===== config.mk =====
export PLATFORM = sky130hd
export DESIGN_NAME = hazard_ctrl
export DESIGN_NICKNAME = d
export VERILOG_FILES = /design/src/rtl/cpu_pkg.sv /design/src/rtl/sat_counter.sv /design/src/rtl/hazard_ctrl.sv
export SDC_FILE = /design/constraint.sdc
export NUM_CORES = 1
export LEC_CHECK = 0
export CORE_UTILIZATION = 47
export DETAILED_ROUTE_END_ITERATION = 10
export PLACE_DENSITY = 0.81
export SLEW_MARGIN = 20
export SYNTH_ARGS = -nofsm -noshare
export SYNTH_HDL_FRONTEND = slang
export SYNTH_SLANG_ARGS = --single-unit

===== constraint.sdc =====
create_clock -name clock -period 5.2 [get_ports clock]
set_input_delay 0.52 -clock clock [delete_from_list [all_inputs] [get_ports clock]]
set_output_delay 0.52 -clock clock [all_outputs]
set_load 0.02 [all_outputs]

===== src/rtl/cpu_pkg.sv =====
// cpu_pkg: shared pipeline types, hazard-controller states and the bubble control word.
package cpu_pkg;
  localparam int REG_ADDR_W = 5;
  typedef enum logic [1:0] {RUN, MEM_WAIT, ERR} state_t;
  typedef struct packed {
    logic reg_wr;
    logic mem_rd;
    logic mem_wr;
    logic brnch;
    logic mem_to_rgs;
  } ctrl_t;
  localparam ctrl_t BUBBLE_CTRL = '0;
endpackage


===== src/rtl/sat_counter.sv =====
// sat_counter: up-counter that sticks at all-ones instead of wrapping.
module sat_counter #(
  parameter int WIDTH = 16
) (
  input  logic             clock,
  input  logic             reset,
  input  logic             inc,
  output logic [WIDTH-1:0] count
);
  always_ff @(posedge clock)
    if (reset) count <= '0;
    else if (inc && count != '1) count <= count + WIDTH'(1);
endmodule


===== src/rtl/hazard_ctrl.sv =====
// hazard_ctrl: load-use stall, branch flush and memory-freeze sequencing for the 5-stage pipeline.
module hazard_ctrl
  import cpu_pkg::*;
#(
  parameter int MEM_TMO = 8,
  parameter int CNT_W   = 16
) (
  input  logic                  clock,
  input  logic                  reset,
  input  logic                  id_valid,
  input  logic [REG_ADDR_W-1:0] id_ra,
  input  logic [REG_ADDR_W-1:0] id_rb,
  input  logic                  id_uses_rb,
  input  logic [REG_ADDR_W-1:0] idex_wa,
  input  logic                  idex_mem_rd,
  input  logic                  idex_reg_wr,
  input  logic                  ex_brnch_taken,
  input  logic                  mem_req,
  input  logic                  mem_ack,
  output logic                  pc_wr,
  output logic                  ifid_wr,
  output logic                  ifid_flush,
  output logic                  idex_wr,
  output logic                  idex_bubble,
  output logic                  exmem_wr,
  output logic                  mem_err,
  output logic [CNT_W-1:0]      stall_cnt,
  output logic [CNT_W-1:0]      flush_cnt,
  output logic [CNT_W-1:0]      wait_cnt
);
  localparam int TW = $clog2(MEM_TMO + 1);
  state_t        state;
  logic [TW-1:0] timer;
  logic          active, freeze, tmo, hold, run, lu_haz, brn, stl;
  assign active = state != ERR;
  assign freeze = mem_req & ~mem_ack;
  // Once the timer has expired a late ack is ignored: the cycle stays frozen.
  assign tmo    = state == MEM_WAIT && timer == TW'(MEM_TMO);
  assign hold   = active & (freeze | tmo);
  assign run    = active & ~hold;
  assign lu_haz = id_valid & idex_mem_rd & idex_reg_wr & (idex_wa != '0) &
                  ((idex_wa == id_ra) | (id_uses_rb & (idex_wa == id_rb)));
  assign brn    = run & ex_brnch_taken;
  assign stl    = run & ~ex_brnch_taken & lu_haz;
  always_comb begin
    pc_wr       = ~reset & run & ~stl;
    ifid_wr     = ~reset & run & ~brn & ~stl;
    idex_wr     = ~reset & run;
    exmem_wr    = ~reset & run;
    ifid_flush  = reset | brn;
    idex_bubble = reset | brn | stl;
  end
  always_ff @(posedge clock)
    if (reset) begin
      state   <= RUN;
      timer   <= '0;
      mem_err <= 1'b0;
    end else if (state == RUN) begin
      state <= freeze ? MEM_WAIT : RUN;
      timer <= freeze ? TW'(1) : '0;
    end else if (state == MEM_WAIT) begin
      state   <= tmo ? ERR : freeze ? MEM_WAIT : RUN;
      timer   <= tmo ? timer : freeze ? timer + TW'(1) : '0;
      mem_err <= tmo;
    end
  sat_counter #(.WIDTH(CNT_W)) u_stall (.clock(clock), .reset(reset), .inc(stl),  .count(stall_cnt));
  sat_counter #(.WIDTH(CNT_W)) u_flush (.clock(clock), .reset(reset), .inc(brn),  .count(flush_cnt));
  sat_counter #(.WIDTH(CNT_W)) u_wait  (.clock(clock), .reset(reset), .inc(hold), .count(wait_cnt));
endmodule


=== Yosys cells after proc, flatten, opt, wreduce, memory -nomap -nowiden ===
Cells that the tools add are included.

* Flip-flop bits (word level): 55
* Output and inout bits: 55
* Logic and storage cells: 63

* Add/sub/neg operators: 4
* Equality and inequality tests: 9
* Multiplexer cells: 9
* Bitwise logic cells: 26
* Reduce and logical (&&, ||, !) cells: 9

{| class="wikitable"
|+ Operators by type and width
! cell !! number
|-
| $add A16 B1 Y16 const B || 3
|-
| $ne A16 B16 Y1 const B || 3
|-
| $mux W4 || 4
|-
| $and A1 B1 Y1 || 15
|-
| $eq A5 B5 Y1 || 2
|-
| $not A1 Y1 || 7
|-
| $mux W2 || 3
|-
| $reduce_bool A5 Y1 || 1
|-
| $add A4 B1 Y4 const B || 1
|-
| $eq A4 B4 Y1 const B || 1
|-
| $logic_and A1 B1 Y1 || 4
|-
| $or A1 B1 Y1 || 4
|-
| $reduce_and A2 Y1 || 2
|-
| $eq A2 B1 Y1 const B || 1
|-
| $logic_not A2 Y1 || 1
|-
| $mux W1 || 2
|-
| $ne A2 B1 Y1 const B || 1
|-
| $ne A2 B2 Y1 const B || 1
|-
| $reduce_bool A2 Y1 || 1
|}

=== Depth between registers and ports, before layout ===
* Word-level depth: 10
* Mapped depth: 10
* Gate-level depth less buffers: 8

=== Modules after synthesis ===
A second synthesis with hierarchy kept.

* Cells, all modules: 372
* Area total of the unflattened synthesis: 3139.3 sq um

{| class="wikitable"
|+ By module, submodules not included
! module !! times used !! cells each !! area an instance (sq um) !! sequential area each (sq um)
|-
| sat_counter || 3 || 99 || 848.3 || 320.3
|-
| hazard_ctrl || 1 || 75 || 594.3 || 140.1
|}

=== Worst setup path before layout ===
No wires, ideal clock.

* Kind: reg2out
* Start: reg timer[0]
* End: out ifid_wr
* Arrival: 1979 ps
* Data required time: 4680 ps
* Setup slack: 2701 ps
* Cell stages (with the launch flop): 8
* Path buffers: 0
* Cells stage by stage: dfxtp_1 > inv_1 > ha_1 > nand4b_1 > o2111ai_1 > nand2b_1 > nand2b_1 > nor2_1

* Longest elaborated chain between the ends: 10

{| class="wikitable"
|+ RTL lines
! what !! RTL line !! text
|-
| start, declared || hazard_ctrl.sv:33 || <nowiki>logic [TW-1:0] timer;</nowiki>
|-
| start signal, assigned || hazard_ctrl.sv:60 || <nowiki>timer <= freeze ? TW'(1) : '0;</nowiki>
|-
| start signal, assigned || hazard_ctrl.sv:63 || <nowiki>timer <= tmo ? timer : freeze ? timer + TW'(1) : '0;</nowiki>
|-
| $eq A4 B4 Y1 * || hazard_ctrl.sv:38 || <nowiki>assign tmo = state == MEM_WAIT && timer == TW'(MEM_TMO);</nowiki>
|-
| $logic_and A1 B1 Y1 * || hazard_ctrl.sv:38 ||
|-
| $or A1 B1 Y1 * || hazard_ctrl.sv:39 || <nowiki>assign hold = active & (freeze | tmo);</nowiki>
|-
| $and A1 B1 Y1 * || hazard_ctrl.sv:39 ||
|-
| $not A1 Y1 * || hazard_ctrl.sv:40 || <nowiki>assign run = active & ~hold;</nowiki>
|-
| $and A1 B1 Y1 * || hazard_ctrl.sv:40 ||
|-
| $and A1 B1 Y1 (on tied branches) || hazard_ctrl.sv:43, hazard_ctrl.sv:44 ||
|-
| $not A1 Y1 or $and A1 B1 Y1 (tied branches) || hazard_ctrl.sv:47, hazard_ctrl.sv:44 ||
|-
| $and A1 B1 Y1 or $not A1 Y1 (tied branches) || hazard_ctrl.sv:47 || <nowiki>ifid_wr = ~reset & run & ~brn & ~stl;</nowiki>
|-
| $and A1 B1 Y1 * || hazard_ctrl.sv:47 ||
|-
| end, declared || hazard_ctrl.sv:21 || <nowiki>output logic ifid_wr,</nowiki>
|}

Every way passes the cells marked *; elsewhere a longest branch is shown, timed or not.

=== Final worst setup path ===
* Start: in idex_wa[1]
* End: out ifid_wr

* Longest elaborated chain between the ends: 7

{| class="wikitable"
|+ RTL lines
! what !! RTL line !! text
|-
| start, declared || hazard_ctrl.sv:14 || <nowiki>input logic [REG_ADDR_W-1:0] idex_wa,</nowiki>
|-
| $eq A5 B5 Y1 || hazard_ctrl.sv:42 || <nowiki>((idex_wa == id_ra) | (id_uses_rb & (idex_wa == id_rb)));</nowiki>
|-
| $and A1 B1 Y1 || hazard_ctrl.sv:42 ||
|-
| $or A1 B1 Y1 || hazard_ctrl.sv:42 ||
|-
| $and A1 B1 Y1 * || hazard_ctrl.sv:41 || <nowiki>assign lu_haz = id_valid & idex_mem_rd & idex_reg_wr & (idex_wa != '0) &</nowiki>
|-
| $and A1 B1 Y1 * || hazard_ctrl.sv:44 || <nowiki>assign stl = run & ~ex_brnch_taken & lu_haz;</nowiki>
|-
| $not A1 Y1 * || hazard_ctrl.sv:47 ||
|-
| $and A1 B1 Y1 * || hazard_ctrl.sv:47 ||
|}

Marks and branches as above.

==> run_results.csv <==
group,metric,value,unit
status,status,"complete, no violations",
grt,use_met1,28.0,%
route,post-route-drc-count,0,
route,drtPass1Iterations,4,
route,wirelength,6.46,mm
timing,max_freq,304,MHz
cts,post-cts-setup-buffers,0,
grt,busiest_layer,"met2",
setup_path,cp-start-kind,"input pin",
synthesis,synth_cell_types,41,
synthesis,synthFlopType,"dfxtp_1",
pwr,p_leak,1.22,nW
cts,hold_buffers,0,
setup_path,ff2ff_setup_slack,2.84,ns
synthesis,synth_edf_count,0,
synthesis,syn_area,0.00279,sq mm
grt,antenna_found_initial,0,
route,drt_iter0_markers,108,
placed_design,dp_hpwl,4.55,mm
die,core,0.00561,sq mm
grt,track_usage,21.5,%
final_layout,fill_cells,484,
pwr,vdd_drop_max,0.129,mV
final_layout,final_nets,431,
min_path,worstHoldPathType,"register to register",
timing,slew_viol_final,0,
setup_path,cp.required,4.68,ns
timing,grt_setup_unrepaired,"false",
grt,met2_usage,35.0,%
setup_path,path_cells,"clkdlybuf4s50_1, or4_1, nor2_1, nor3_4, nand2_1, nand2b_1, nor2_1, clkdlybuf4s50_1",
min_path,hold_depth,2,
setup_path,worstPathArrival,2.77,ns
route,viasPerCell,5.44,
pwr,cellPowerDensity,203,mW/mm^2
timing,maxSlewHeadroom,41.3,%
cts,cts.path.max_buffers,2,
timing,setup-violations-final,0,
cts,clkSlewWorstSetupHoldPaths,0.10,ns
final_layout,post-route-util,65.9,%
min_path,whs_endpoint,"mem_err",
synthesis,syn-num-nets,356,
route,drtAntennaViolNets,0,
synthesis,postSynthAreaPerCell,8.53,sq um
die,start_util,49.8,%
timing,fin_setup_tns,0,ns
synthesis,synthesis.instances,327,
timing,worst_pin_slew,0.878,ns
synthesis,synth-warning-count,0,
cts,cts_tree,"done",
setup_path,cp_slowest_stage_delay,0.61,ns
timing,finalHoldViolCount,0,
final_layout,diodes,0,
cts,insertion_delay,0.31,ns
final_layout,seqCellArea,0.00110,sq mm
route,wl_per_cell,13.6,um
die,rows,27,
grt,grt_pass1_wl,10.7,mm
synthesis,synth_seq_cells,55,
grt,grt_use_met3,5.63,%
placed_design,gp_congestion,0.761,
grt,grt_pass1_vias,2316,
cts,cts_made_buffers,5,
die,pin_count,79,
timing,clock_skew,0.0124,ns
final_layout,drive_gt1_share,4.47,%
timing,fin_crit,3.29,ns
setup_path,cpLargestDelayFamily,"simple AND/OR/NAND/NOR gates",
die,die_area,0.00625,sq mm
setup_path,path_buf_inv,2,
grt,grt_overflow_total,0,
cts,post_cts_resized,0,
placed_design,place_inst,467,
setup_path,r2r_end,"u_stall.count[8]",
final_layout,final_cells,475,
placed_design,port_buffers,78,
setup_path,end_kind,"output pin",
cts,htreeDepth,2,
grt,grt_max_degree,60,
pwr,power.total,750,uW
setup_path,crit_fanout,3,
setup_path,cp-startpoint,"idex_wa[1]",
synthesis,ys_seq_area_share,39.5,%
flow_run,max-cap-violations,0,
cts,root_buffer,"clkbuf_8",
timing,min_period_over_period,63.2,%
final_layout,area_growth,32.4,%
cts,cts_sinks,55,
setup_path,worstSetupPathType,"input pin to output pin",
setup_path,worstReg2RegStart,"timer[0]",
setup_path,slowest_stage,"clkdlybuf4s50_1",
setup_path,r2r_cells,8,
min_path,hp-start,"mem_err",
route,vias,2585,
final_layout,multi_input_area,0.00159,sq mm
die,die_h,79.1,um
synthesis,async_reset_ff_share,0,%
die,die-width,79.1,um
-- how the worst max path moves through the flow --
stage,to,slack (ns),cells past startpoint
after global routing,ifid_wr,1.74,8
final,ifid_wr,1.91,8
after detailed placement,pc_wr,1.91,7
after floorplan,ifid_wr,2.70,7
after global placement,pc_wr,1.94,7
after CTS,pc_wr,1.90,7
-- Yosys cell counts, types with 2 or more instances --
cell type / count / share of area (%)
dfxtp_1: 55 / 39
nor2_1: 36 / 4.8
a21oi_1: 22 / 3.9
o21ai_0: 22 / 3.9
nand2_1: 21 / 2.8
nand3_1: 20 / 3.6
xnor2_1: 19 / 6.0
or3_1: 16 / 3.6
xor2_1: 15 / 4.7
nand4_1: 12 / 2.7
inv_1: 9 / 1.2
and4_1: 7 / 2.2
or4_1: 7 / 1.9
and3_1: 6 / 1.3
clkbuf_1: 6 / 0.81
nor3_1: 6 / 1.1
ha_1: 5 / 2.2
nor2b_1: 5 / 1.1
nand2b_1: 4 / 0.90
and2_1: 3 / 0.67
mux2i_1: 3 / 1.1
nand4b_1: 3 / 0.94
nor4_1: 3 / 0.67
a22o_1: 2 / 0.63
buf_4: 2 / 0.54
buf_6: 2 / 0.81
or2_2: 2 / 0.45
-- cell usage in the layout, fill, tap and decap left out, types with 5 or more instances in the layout --
cell / netlist / layout
a21oi_1: 22 / 22
and3_1: 6 / 6
and4_1: 7 / 7
clkbuf_8: 0 / 6
clkdlybuf4s50_1: 0 / 77
dfxtp_1: 55 / 55
ha_1: 5 / 5
inv_1: 9 / 9
nand2_1: 21 / 21
nand3_1: 20 / 20
nand4_1: 12 / 12
nor2_1: 36 / 36
nor2b_1: 5 / 5
nor3_1: 6 / 6
o21ai_0: 22 / 22
or3_1: 16 / 16
or4_1: 7 / 7
xnor2_1: 19 / 19
xor2_1: 15 / 15
-- power by group --
part	total, mW	internal [mW]	leakage (nW)	switching, mW
Sequential	0.429	0.424	0.444	0.00454
Clock	0.247	0.109	0.0484	0.138
Combinational	0.0746	0.0380	0.729	0.0365
-- flip-flops by register name, indices dropped and copies added, names as in the netlist --
name / cells
timer: 4
u_wait.count: 16
mem_err: 1
u_stall.count: 16
state: 2
u_flush.count: 16
-- cell families after synthesis --
family / Yosys count / synth area share [%]
buf+inv: 20 / 3.54
fa+ha+maj: 5 / 2.24
mux: 3 / 1.08
compound gates: 57 / 13.1
flops: 55 / 39.5
simple gates: 153 / 29.9
xor+xnor: 34 / 10.7
-- worst reg2reg max path: stages (launching register included) --
cell and delay [ns]:
dfxtp_1 0.41, inv_1 0.08, ha_1 0.19, nand4b_1 0.22, o211ai_4 0.16, nor3_4 0.28
o311ai_4 0.31, or4_1 0.48, a21oi_1 0.15
-- through the flow --
step | setup slack (ns) | instance area (sq um) | hold WS, ns
2_1_floorplan | 2.70 | 2790 | 0.465
6_report | 1.91 | 3690 | 0.507
5_1_grt | 1.74 | 3690 | 0.545
3_3_place_gp | 1.94 | 3600 | 0.469
4_1_cts | 1.90 | 3690 | 0.506
3_5_place_dp | 1.91 | 3600 | 0.490
-- final cells by class --
type                       count  area share (%)
clock buffer                   7            2.34
inverter                       9           0.915
tap                           72            2.44
multi-input combinational    252            43.1
sequential                    55            29.8
clock inverter                 1           0.237
timing repair buffer          79            21.2
-- layer usage --
metal	vias to the layer above	share of wire, %
met1	1178	49
met2	76	45
met3	4	6.1
met5	-	0
li1	1327	-
met4	0	0.68
No activity file was read; power rests on OpenSTA's default activity.
